<file path="config.mk">
export PLATFORM = sky130hd
export DESIGN_NAME = memory_access_stage
export DESIGN_NICKNAME = d
export VERILOG_FILES = /design/src/rtl/mem_stage_pkg.sv /design/src/rtl/load_store_align.sv /design/src/rtl/memory_access_stage.sv
export SDC_FILE = /design/constraint.sdc
export NUM_CORES = 1
export LEC_CHECK = 0
export ABC_CLOCK_PERIOD_IN_PS = 4000
export CAP_MARGIN = 20
export CORE_ASPECT_RATIO = 0.6
export CORE_MARGIN = 2
export CORE_UTILIZATION = 41
export CTS_BUF_LIST = sky130_fd_sc_hd__clkbuf_2
export CTS_CLUSTER_SIZE = 12
export DETAILED_ROUTE_END_ITERATION = 10
export GPL_ROUTABILITY_DRIVEN = 0
export PLACE_DENSITY = 0.88
export SLEW_MARGIN = 20
export SYNTH_ARGS = -nofsm -noshare
export SYNTH_HDL_FRONTEND = slang
export SYNTH_HIERARCHICAL = 1
export SYNTH_SLANG_ARGS = --single-unit
</file>
<file path="constraint.sdc">
create_clock -name clk -period 4 [get_ports clk]
set_clock_uncertainty 0.1 [all_clocks]
set_input_delay 0.4 -clock clk [delete_from_list [all_inputs] [get_ports clk]]
set_output_delay 0.4 -clock clk [all_outputs]
set_load 0.02 [all_outputs]
</file>
<file path="src/rtl/mem_stage_pkg.sv">
// ============================================================================
// Module   : mem_stage_pkg
// Brief    : Shared funct3 codes and FSM state type for the MEM-stage unit.
// Revision : 1.0 - initial release
// ============================================================================
`default_nettype none

package mem_stage_pkg;

    localparam logic [2:0] F3_B  = 3'd0;
    localparam logic [2:0] F3_H  = 3'd1;
    localparam logic [2:0] F3_W  = 3'd2;
    localparam logic [2:0] F3_BU = 3'd4;
    localparam logic [2:0] F3_HU = 3'd5;

    typedef enum logic [1:0] {
        IDLE = 2'd0,
        BUSY = 2'd1,
        DONE = 2'd2
    } mem_state_t;

endpackage

`default_nettype wire

</file>
<file path="src/rtl/load_store_align.sv">
// ============================================================================
// Module   : load_store_align
// Brief    : Combinational lane alignment: byte enables, replicated store data,
//            sign/zero-extended load data and misalignment detection.
// Revision : 1.0 - initial release
// ============================================================================
`default_nettype none

module load_store_align
    import mem_stage_pkg::*;
(
    input  logic [1:0]  addr_lo,
    input  logic [2:0]  funct3,
    input  logic        is_store,
    input  logic [31:0] store_data,
    input  logic [31:0] load_word,
    output logic [3:0]  be,
    output logic [31:0] wdata,
    output logic [31:0] load_data,
    output logic        misaligned
);

    logic [7:0]  w_byte;
    logic [15:0] w_half;

    assign w_byte = load_word[8*addr_lo +: 8];
    assign w_half = addr_lo[1] ? load_word[31:16] : load_word[15:0];

    always_comb begin
        be         = 4'b1111;
        wdata      = store_data;
        load_data  = load_word;
        misaligned = 1'b0;
        case (funct3)
            F3_B, F3_BU: begin
                if (is_store) be = 4'b0001 << addr_lo;
                wdata     = {4{store_data[7:0]}};
                load_data = (funct3 == F3_B) ? {{24{w_byte[7]}}, w_byte}
                                             : {24'd0, w_byte};
            end
            F3_H, F3_HU: begin
                if (is_store) be = addr_lo[1] ? 4'b1100 : 4'b0011;
                wdata      = {2{store_data[15:0]}};
                load_data  = (funct3 == F3_H) ? {{16{w_half[15]}}, w_half}
                                              : {16'd0, w_half};
                misaligned = addr_lo[0];
            end
            // F3_W and the undefined codes all behave as a full word
            default: begin
                misaligned = |addr_lo;
            end
        endcase
    end

endmodule

`default_nettype wire

</file>
<file path="src/rtl/memory_access_stage.sv">
// ============================================================================
// Module   : memory_access_stage
// Brief    : MEM-stage data-memory access unit with req/ready port and stall.
//            Optional BUSY timeout enabled by defining MEM_STAGE_TIMEOUT_EN.
// Revision : 1.0 - initial release
// ============================================================================
`default_nettype none

module memory_access_stage
    import mem_stage_pkg::*;
#(
    parameter int DATA_WIDTH     = 32,
    parameter int TIMEOUT_CYCLES = 64
) (
    input  logic                  clk,
    input  logic                  rst,
    input  logic                  memreadm,
    input  logic                  memwritem,
    input  logic [2:0]            funct3m,
    input  logic [DATA_WIDTH-1:0] aluresultm,
    input  logic [DATA_WIDTH-1:0] writedatam,
    output logic                  mem_req,
    output logic                  mem_we,
    output logic [DATA_WIDTH-1:0] mem_addr,
    output logic [3:0]            mem_be,
    output logic [DATA_WIDTH-1:0] mem_wdata,
    input  logic                  mem_ready,
    input  logic [DATA_WIDTH-1:0] mem_rdata,
    output logic [DATA_WIDTH-1:0] readdatam,
    output logic                  stallm,
`ifdef MEM_STAGE_TIMEOUT_EN
    output logic                  access_faultm,
`endif
    output logic                  misalignedm
);

    if (DATA_WIDTH != 32 || TIMEOUT_CYCLES < 1) begin : g_bad_params
        $error("memory_access_stage: DATA_WIDTH must be 32, TIMEOUT_CYCLES >= 1");
    end

    mem_state_t            r_state;
    logic                  r_mem_req;
    logic [DATA_WIDTH-1:0] r_capture;
    logic                  w_access;
    logic                  w_misaligned;
    logic                  w_fault;
    logic [DATA_WIDTH-1:0] w_load_ext;

    assign w_access = memreadm | memwritem;

    load_store_align u_align (
        .addr_lo    (aluresultm[1:0]),
        .funct3     (funct3m),
        .is_store   (memwritem),
        .store_data (writedatam),
        .load_word  (r_capture),
        .be         (mem_be),
        .wdata      (mem_wdata),
        .load_data  (w_load_ext),
        .misaligned (w_misaligned)
    );

`ifdef MEM_STAGE_TIMEOUT_EN
    localparam int                 c_cnt_w    = $clog2(TIMEOUT_CYCLES + 1);
    localparam logic [c_cnt_w-1:0] c_cnt_last = c_cnt_w'(TIMEOUT_CYCLES - 1);

    logic [c_cnt_w-1:0] r_cnt;
    logic               r_fault;

    assign w_fault       = r_fault;
    assign access_faultm = r_fault;
`else
    assign w_fault = 1'b0;
`endif

    always_ff @(posedge clk) begin
        if (rst) begin
            r_state   <= IDLE;
            r_mem_req <= 1'b0;
            r_capture <= '0;
`ifdef MEM_STAGE_TIMEOUT_EN
            r_cnt     <= '0;
            r_fault   <= 1'b0;
`endif
        end else begin
            case (r_state)
                IDLE: begin
                    if (w_access && !w_misaligned) begin
                        r_state   <= BUSY;
                        r_mem_req <= 1'b1;
`ifdef MEM_STAGE_TIMEOUT_EN
                        r_cnt     <= '0;
`endif
                    end
                end
                BUSY: begin
                    if (mem_ready) begin
                        r_capture <= mem_rdata;
                        r_state   <= DONE;
                        r_mem_req <= 1'b0;
                    end
`ifdef MEM_STAGE_TIMEOUT_EN
                    else if (r_cnt == c_cnt_last) begin
                        r_state   <= DONE;
                        r_mem_req <= 1'b0;
                        r_fault   <= 1'b1;
                    end else begin
                        r_cnt <= r_cnt + 1'b1;
                    end
`endif
                end
                DONE: begin
                    r_state <= IDLE;
`ifdef MEM_STAGE_TIMEOUT_EN
                    r_fault <= 1'b0;
`endif
                end
                default: begin
                    r_state   <= IDLE;
                    r_mem_req <= 1'b0;
                end
            endcase
        end
    end

    // Request fields come straight from the held EX/MEM values; the pipeline is frozen in BUSY
    assign mem_req     = r_mem_req;
    assign mem_we      = memwritem;
    assign mem_addr    = {aluresultm[DATA_WIDTH-1:2], 2'b00};

    assign stallm      = ((r_state == IDLE) && w_access && !w_misaligned) || (r_state == BUSY);
    assign misalignedm = (r_state == IDLE) && w_access && w_misaligned;
    assign readdatam   = ((r_state == DONE) && memreadm && !w_fault) ? w_load_ext : '0;

endmodule

`default_nettype wire

</file>
==> impl_metrics.toml <==
[status]
status = "finished clean"

[timing]
relSlewSlack = 0.355
hold_violations = 0
setup_viol = 0
timing.fmax_mhz = 278
finalSetupTns_ps = 0
rsz0062_at_grt = "no"
fin_crit_ps = 3600
post-route-period-util = 0.899
worst_pin_slew_ps = 967
slew_violations = 0
timing.final.ws_setup_ps = 404

[clock_tree]
clock-sinks = 35
ctsHoldBuffers = 0
cts_tree = "done"
ctsResizeCount = 0
cts_buffers = 5
postCtsSetupBuffers = 0
clk_latency_ps = 390
cts-root-buf = "clkbuf_2"
clkTransAtPathRegs_ps = 200
clock_path_buffers = 2
htree_levels = 2

[power_and_ir_drop]
peakVddDrop_mv = 0.0851
power_leakage_nw = 1.61
power.density_cell_area_nw_per_um2 = 202

[worst_setup_path]
cp-end-kind = "output pin"
cpPeakStageDelay_ps = 640
startpoint_type = "input pin"
critical_path_class = "input pin to output pin"
cp_max_fo = 17
cp_data_arrival_time_ps = 3100
critical_path.slowest_cell = "nor3_1"
cp_cell_sequence = "clkdlybuf4s50_1, buf_4, inv_1, nor3_1, a221o_1, and2_1, clkdlybuf4s50_1"
crit_top_cell = "clkdlybuf4s50_1"
cp_data_required_time_ps = 3500

[floorplan]
num_rows = 25
core_area_um2 = 7880
ios = 208
initial_core_util = 0.423
die_h_um = 73.9
dieWidth_um = 120
fp.dieArea_um2 = 8900

[logic_synthesis]
synth_seq_cells = 35
ys.flop_type = "dfxtp_1"
yosysUniqueCellTypes = 36
synthArstFlopShare = 0
synth_area_per_cell_um2 = 8.30
synth_cells = 402
synth_seq_area_share = 0.210
synth_edf_count = 0
syn_area_um2 = 3340
yosysWarnings = 6

[global_route]
antenna_found_initial = 0
grt_usage = 0.218
grt_overflow_total = 0
grt_max_degree = 41
grt_pass1_vias = 2872
grt_pass1_wl_mm = 15.1

[job]
drv_cap = 0

[routing]
dr.pass1.iters = 5
drt_iter0_markers = 168
drc = 0
routed_wirelength_mm = 9.82
drt-wirelength-per-cell_um = 16.5
via_per_inst = 5.14
via_count = 3065
antenna_left = 0

[layout]
fin_nets = 591
fin_util = 0.568
num_antenna_cells = 0
drive_above_1_share = 0.109
area_growth_pct = 34.2

[hold_path]
hold_class = "flop to flop"

[placement]
place_ws_ps = 490
post-dp-hpwl_mm = 7.90
portBuffers = 145
-- final timing paths --
path                               startpoint      endpoint  slack [ps]  depth (start not counted)
worst max-delay path            aluresultm[1]  readdatam[4]         400                          7
worst min-delay path                  mem_req       mem_req         410                          2
worst max register to register     r_state[0]  r_capture[2]        2210                          2
worst min register to register        mem_req       mem_req         410                          2
-- Yosys cell counts (all sizes together), types with 3 or more instances --
| cell type | count | area share |
|---|---|---|
| a21oi | 21 | 0.043 |
| a221o | 11 | 0.033 |
| a22o | 7 | 0.018 |
| a22oi | 4 | 0.012 |
| and2 | 33 | 0.062 |
| buf | 59 | 0.14 |
| clkbuf | 15 | 0.017 |
| dfxtp | 35 | 0.21 |
| mux2 | 21 | 0.074 |
| mux2i | 46 | 0.14 |
| nand2 | 29 | 0.033 |
| nand2b | 66 | 0.12 |
| nor2 | 12 | 0.014 |
| nor2b | 7 | 0.014 |
| nor3 | 3 | 0.0045 |
| nor3b | 3 | 0.0067 |
| o21ai | 15 | 0.022 |
| or2 | 3 | 0.0056 |
-- metal layers --
metal,GRT usage,vias up,wire length [um]
met5,0,-,0
met4,0.0310,0,40
met3,0.0769,6,996
met2,0.340,166,4180
met1,0.297,1402,4600
li1,-,1491,-
-- final cells by class --
class,instances,area (um2)
clock buffer,5,25.0
clock inverter,3,20.0
fill,738,3410
inverter,1,3.75
multi-input combinational,293,2100
sequential,35,701
tap,108,135
timing repair buffer,151,1490
-- power breakdown --
part / switching, mW / internal [mW]
logic: 0.160 / 0.190
registers: 0.0201 / 0.366
clock network: 0.128 / 0.0420
total: 0.308 / 0.598
-- critical path: cells and delay by family --
kind	cells	cell delay (ps)
buffers and inverters	4	1670
AND/OR/NAND/NOR	2	760
AO/OA/AOI/OAI	1	260
-- cells in the final DEF (no fill, tap or decap) --
master / instances
nor3_1: 3
mux2_4: 3
nor3b_1: 3
buf_2: 1
clkinvlp_4: 1
or2_2: 3
a21oi_2: 10
o21ai_0: 15
mux2_2: 18
buf_4: 6
mux2i_1: 46
clkinv_1: 1
o32ai_1: 1
and3b_2: 1
nand2_1: 29
a22o_1: 7
nor2b_1: 6
a21oi_1: 11
nor2_1: 11
o21bai_1: 1
nand3_1: 2
and3b_1: 1
conb_1: 2
a22oi_1: 2
nor2b_2: 1
o31ai_1: 2
clkinv_4: 1
nand2b_1: 66
dfxtp_1: 35
and2_1: 33
clkdlybuf4s50_1: 144
clkbuf_2: 5
o21a_1: 1
inv_1: 1
nor2_2: 1
a221o_1: 11
a22oi_2: 2
or4b_1: 1
-- flip-flops by register name (all words and copies together), names as in the netlist --
signal     cells
r_capture     32
r_state        2
mem_req        1
-- logic make-up (layout without fill, tap and decap cells) --
kind of cell           count (synthesis)  in the layout  synth area share
buffers and inverters                 75            160             0.162
muxes                                 67             67             0.212
AOI/OAI and AO/OA                     63             63             0.140
and+or+nand+nor                      161            161             0.274
DFF                                   35             35             0.210
other                                  1              2           0.00112
-- per-stage QoR --
step           area (um2)  std cells  hold WS (ps)  power (mW)
3_3_place_gp         4430        588           368       0.734
5_1_grt              4480        596           398       0.955
6_report             4480        596           407       0.906
2_1_floorplan        3340        403           349       0.636
4_1_cts              4480        596           407       0.909
3_5_place_dp         4430        588           373       0.741
Note: power is estimated with default switching activity, not from simulation.
